**src/rtl/morse_pkg.sv**
```systemverilog
// Shared Morse definitions: symbol encodings, code-word geometry and the
// playback state type used by the encoder and the decoder/player side.
package morse_pkg;

    localparam int unsigned CODE_W   = 10;
    localparam int unsigned SYM_W    = 2;
    localparam int unsigned NUM_SYMS = CODE_W / SYM_W;

    localparam logic [SYM_W-1:0] MORSE_NONE = 2'b00;
    localparam logic [SYM_W-1:0] MORSE_DOT  = 2'b01;
    localparam logic [SYM_W-1:0] MORSE_LINE = 2'b11;

    typedef enum logic [2:0] {
        ST_IDLE,
        ST_FETCH,
        ST_MARK,
        ST_GAP,
        ST_DONE
    } morse_state_t;

    function automatic int unsigned cnt_width(input int unsigned max_count);
        return (max_count < 2) ? 1 : $clog2(max_count);
    endfunction

    // 2'b10 is not a legal symbol and is played as silence.
    function automatic logic is_mark(input logic [SYM_W-1:0] sym);
        return (sym == MORSE_DOT) || (sym == MORSE_LINE);
    endfunction

endpackage

```
**src/rtl/morse_timer.sv**
```systemverilog
// Loadable down-counter that parks at zero; zero flag is combinational on
// the registered count.
module morse_timer #(
    parameter int unsigned WIDTH = 4
) (
    input  logic             clock,
    input  logic             resetn,
    input  logic             load,
    input  logic [WIDTH-1:0] value,
    output logic             zero
);

    logic [WIDTH-1:0] count;

    always_ff @(posedge clock or posedge resetn) begin
        if (resetn) begin
            count <= '0;
        end else if (load) begin
            count <= value;
        end else if (!zero) begin
            count <= count - WIDTH'(1);
        end
    end

    assign zero = (count == '0);

endmodule

```
**src/rtl/morse_encoder.sv**
```systemverilog
// Plays a latched 5-symbol Morse code word out as a timed mark/gap waveform.
// Dots and lines are sounded; none/invalid symbols each cost one silent cycle.
module morse_encoder
    import morse_pkg::*;
#(
    parameter int unsigned UNIT_CYCLES = 12500000,
    parameter int unsigned DOT_UNITS   = 1,
    parameter int unsigned LINE_UNITS  = 3,
    parameter int unsigned GAP_UNITS   = 1
) (
    input  logic              clock,
    input  logic              resetn,
    input  logic              start,
    input  logic [CODE_W-1:0] code,
    output logic              busy,
    output logic              done,
    output logic              morse_out,
    output logic [SYM_W-1:0]  cur_symbol
);

    localparam int unsigned DOT_CYC  = DOT_UNITS * UNIT_CYCLES;
    localparam int unsigned LINE_CYC = LINE_UNITS * UNIT_CYCLES;
    localparam int unsigned GAP_CYC  = GAP_UNITS * UNIT_CYCLES;
    localparam int unsigned MAX_CYC  = (LINE_CYC > DOT_CYC) ? LINE_CYC : DOT_CYC;
    localparam int unsigned CNT_W    = cnt_width(MAX_CYC);
    localparam int unsigned REM_W    = $clog2(NUM_SYMS + 1);

    // The gap load is two short: the FETCH cycle that follows supplies the
    // last low cycle of the inter-mark gap.
    localparam logic [CNT_W-1:0] DOT_LOAD  = CNT_W'(DOT_CYC - 1);
    localparam logic [CNT_W-1:0] LINE_LOAD = CNT_W'(LINE_CYC - 1);
    localparam logic [CNT_W-1:0] GAP_LOAD  = CNT_W'(GAP_CYC - 2);
    localparam logic [REM_W-1:0] REM_INIT  = REM_W'(NUM_SYMS);

    morse_state_t      state;
    logic [CODE_W-1:0] shreg;
    logic [REM_W-1:0]  rem;
    logic [SYM_W-1:0]  sym;
    logic              tmr_load;
    logic [CNT_W-1:0]  tmr_value;
    logic              tmr_zero;

    assign sym = shreg[CODE_W-1 -: SYM_W];

    always_comb begin
        tmr_load  = 1'b0;
        tmr_value = '0;
        case (state)
            ST_FETCH: begin
                if (rem != '0 && is_mark(sym)) begin
                    tmr_load  = 1'b1;
                    tmr_value = (sym == MORSE_DOT) ? DOT_LOAD : LINE_LOAD;
                end
            end
            ST_MARK: begin
                if (tmr_zero) begin
                    tmr_load  = 1'b1;
                    tmr_value = GAP_LOAD;
                end
            end
            default: ;
        endcase
    end

    morse_timer #(
        .WIDTH(CNT_W)
    ) u_timer (
        .clock  (clock),
        .resetn (resetn),
        .load   (tmr_load),
        .value  (tmr_value),
        .zero   (tmr_zero)
    );

    always_ff @(posedge clock or posedge resetn) begin
        if (resetn) begin
            state      <= ST_IDLE;
            shreg      <= '0;
            rem        <= '0;
            busy       <= 1'b0;
            done       <= 1'b0;
            morse_out  <= 1'b0;
            cur_symbol <= MORSE_NONE;
        end else begin
            done <= 1'b0;
            case (state)
                ST_IDLE: begin
                    if (start) begin
                        shreg <= code;
                        rem   <= REM_INIT;
                        busy  <= 1'b1;
                        state <= ST_FETCH;
                    end
                end
                ST_FETCH: begin
                    if (rem == '0) begin
                        done  <= 1'b1;
                        state <= ST_DONE;
                    end else begin
                        shreg <= shreg << SYM_W;
                        rem   <= rem - REM_W'(1);
                        if (is_mark(sym)) begin
                            morse_out  <= 1'b1;
                            cur_symbol <= sym;
                            state      <= ST_MARK;
                        end
                    end
                end
                ST_MARK: begin
                    if (tmr_zero) begin
                        morse_out <= 1'b0;
                        state     <= ST_GAP;
                    end
                end
                ST_GAP: begin
                    if (tmr_zero) begin
                        cur_symbol <= MORSE_NONE;
                        state      <= ST_FETCH;
                    end
                end
                ST_DONE: begin
                    busy  <= 1'b0;
                    state <= ST_IDLE;
                end
                default: begin
                    busy       <= 1'b0;
                    morse_out  <= 1'b0;
                    cur_symbol <= MORSE_NONE;
                    state      <= ST_IDLE;
                end
            endcase
        end
    end

endmodule

```
**config.mk**
```make
export PLATFORM = sky130hd
export DESIGN_NAME = morse_encoder
export DESIGN_NICKNAME = d
export VERILOG_FILES = /design/src/rtl/morse_pkg.sv /design/src/rtl/morse_timer.sv /design/src/rtl/morse_encoder.sv
export SDC_FILE = /design/constraint.sdc
export NUM_CORES = 1
export LEC_CHECK = 0
export ABC_CLOCK_PERIOD_IN_PS = 5000
export BUFFER_PORTS_ARGS = -buffer_cell sky130_fd_sc_hd__buf_2
export CAP_MARGIN = 20
export CELL_PAD_IN_SITES_DETAIL_PLACEMENT = 1
export CELL_PAD_IN_SITES_GLOBAL_PLACEMENT = 1
export CORE_UTILIZATION = 50
export DETAILED_ROUTE_END_ITERATION = 16
export GPL_TIMING_DRIVEN = 0
export HOLD_SLACK_MARGIN = 0.12
export PLACE_DENSITY_LB_ADDON = 0.1
export SYNTH_ARGS = -nofsm -noshare
export SYNTH_HDL_FRONTEND = slang
export SYNTH_SLANG_ARGS = --single-unit
```
**constraint.sdc**
```tcl
create_clock -name clock -period 5 [get_ports clock]
set_clock_uncertainty 0.05 [all_clocks]
set_input_delay 0 -clock clock [delete_from_list [all_inputs] [get_ports clock]]
set_output_delay 0 -clock clock [all_outputs]
set_load 0.005 [all_outputs]
```
==> results.cfg <==
[run_status]
status = completed

[yosys]
seq_area_frac_synth_pct = 48.0
ys.flop_type = dfrtp_1
async_flop_share_pct = 100
yosysUniqueCellTypes = 50
ys_ff_latch = 47
synth_top_area_cell = dfrtp_1
synth_fp_nets = 273
postSynthCellCount = 257
synth_edf_count = 0
postSynthAreaPerCell_um2 = 9.53
ys_warn_count = 0
synth.area.top_cells = dfrtp_1 (48%), o21ai_0 (4.3%), xnor2_1 (4.3%)
synth_most_common_cell = dfrtp_1
synthTopCellsByCount = dfrtp_1 (47), nand2_1 (25), o21ai_0 (21), nor2_1 (16), a21oi_1 (15)
syn_area_um2 = 2450
synth_top_area_share_pct = 48.0

[floorplanning]
rows = 25
core_um2 = 4720
ioPinCount = 18
dieWidth_um = 72.0
die_area_um2 = 5180
start_util_pct = 51.9
chipHeight_um = 72.0

[sta]
rsz0062_at_grt = no
drv_slew = 0
hold_violations = 0
fmax_ghz = 0.331
setup_slack_ns = 1.98
max_slew_margin_pct = 26.2
tns_ns = 0
setup_viol = 0
tightest_slew_ns = 1.10
fin_crit_sh_pct = 60.3
post-route-min-period_ns = 3.02

[worst_setup_path]
cp_common_cell = a21oi_1
r2r_end = u_timer.count[23]
required_ns = 5.19
criticalPathCategory = flip-flop to flip-flop
timing.rr.start = u_timer.count[5]
cpPeakStageDelay_ns = 0.89
critical_path.startpoint_type = flip-flop
crit_slowest_cell = nor4_1
arrival_ns = 3.20
crit_path_cell_trace = nor4_1, nand3_1, nor3_1, buf_2, a21oi_1, a21oi_1
r2r_cells = 6
crit_path_end_kind = flip-flop
worst-path-max-fanout = 10
critPathTopFamily = simple AND/OR/NAND/NOR gates
path_buf_inv = 1
r2r_slack_ns = 1.98

[final_layout]
layout.cells.non_filler = 362
design_area_um2 = 2850
area_growth_pct = 16.2
fin_nets = 310
diodes = 0
drive_gt1_share_pct = 13.6

[route]
drt_iter0_markers = 96
ant_nets = 0
routed_wl_um = 6360
remaining_drc_errors = 0
viasPerCell = 5.80
wl_per_cell_um = 17.6
first_pass_iters = 4
vias = 2099

[pwr]
power_density_nw_per_um2 = 500
leakage_nw = 1.18
ir_worst_vdd_uv = 282
power.total_w = 0.00142

[clock_network]
cts_root_buf = clkbuf_8
cts.sinks = 47
cts_buffers = 5
clk_pin_slew_ns = 0.10
clock_latency_ns = 0.31
htreeDepth = 2
ctsResizeCount = 0
cts_max_path_buffers = 2
cts_tree = built

[grt]
grt_overflow = 0
grt_pass1_vias = 2169
grt_max_degree = 32
grt_usage_pct = 27.2
antenna_found_initial = 0
grt_pass1_wl_um = 10700

[placement]
portBuffers = 17
dp_hpwl_um = 4090
dpl_worst_slack_ns = 2.13
gp_congestion = 0.747
post_dp_cell_area_um2 = 2640
dp.cells = 342

[worst_hold_path]
hold_path.class = primary input to async pin

[flow_run]
max_cap_viol_count = 0
cell type report:
class,count,area (um^2)
Sequential cell,47,1180
Inverter,11,41.3
Timing Repair Buffer,30,225
Buffer,10,47.5
Tap cell,67,83.8
Fill cell,527,1880
Multi-Input combinational cell,189,1180
Clock buffer,6,72.6
Clock inverter,2,16.3
metal layers:
layer | up-vias | GRT usage (%) | wire length (um)
met5 | - | 0 | 0
met4 | 0 | 7.63 | 91
met3 | 12 | 4.58 | 172
met2 | 40 | 47.4 | 3280
met1 | 1053 | 35.0 | 2820
li1 | 994 | - | -
sequential cells by signal, summed over array words and instances, names as in the netlist:
signal         flops
shreg             10
cur_symbol         2
state              3
morse_out          1
u_timer.count     26
busy               1
done               1
rem                3
tightest hold or removal path, cell delays in order:
cell           delay [ns]
dlygate4sd3_1        0.56
buf_2                0.14
inv_2                0.30
stage by stage:
step	utilization [%]	hold slack, ns
CTS	60.3	0.181
global route	60.3	0.227
detailed placement	55.9	-0.0366
finish	60.3	0.203
global placement	55.4	0.179
floorplan	-	0.0899
where the power goes:
group,internal (W),switching (W)
Clock,0.000101,0.000138
Combinational,0.000229,0.000288
Sequential,0.000532,0.000135
Total,0.000861,0.000561
cell families (layout without fill, tap and decap cells):
kind of cell    after synthesis  in the layout  share of synthesized area, %
simple gates                105            105                          23.6
mux                          10             10                          4.09
xor+xnor                     15             15                          5.36
compound gates               56             56                          13.7
buf+inv                      21             59                          3.63
flops                        47             47                          48.0
fa+ha+maj                     3              3                          1.53
repair_timing:
action,CTS,global route
setup buffers,0,0
hold buffers,12,0
hold endpoints to repair,58,0
cells in the final DEF (no fill, tap or decap), drive strengths merged, types with 5 or more instances in the layout:
| master | n |
|---|---|
| buf | 22 |
| nand2 | 25 |
| o21ai | 22 |
| xnor2 | 12 |
| nor3 | 10 |
| mux2i | 10 |
| inv | 12 |
| nor2 | 17 |
| nor4 | 8 |
| or3 | 8 |
| or4 | 5 |
| nand3 | 9 |
| or2 | 5 |
| dlygate4sd3 | 12 |
| a21oi | 15 |
| dfrtp | 47 |
| clkbuf | 12 |
worst max-delay path by stage:
stage	end	from	cells after the start	slack, ns
after floorplan	u_timer.count[11]	u_timer.count[12]	7	2.50
after global placement	u_timer.count[17]	u_timer.count[4]	6	2.18
after detailed placement	u_timer.count[23]	u_timer.count[4]	6	2.13
after CTS	u_timer.count[23]	u_timer.count[5]	6	2.06
after global routing	u_timer.count[23]	u_timer.count[4]	6	1.80
final	u_timer.count[23]	u_timer.count[5]	6	1.98
Power figures use the tool's default switching activity.
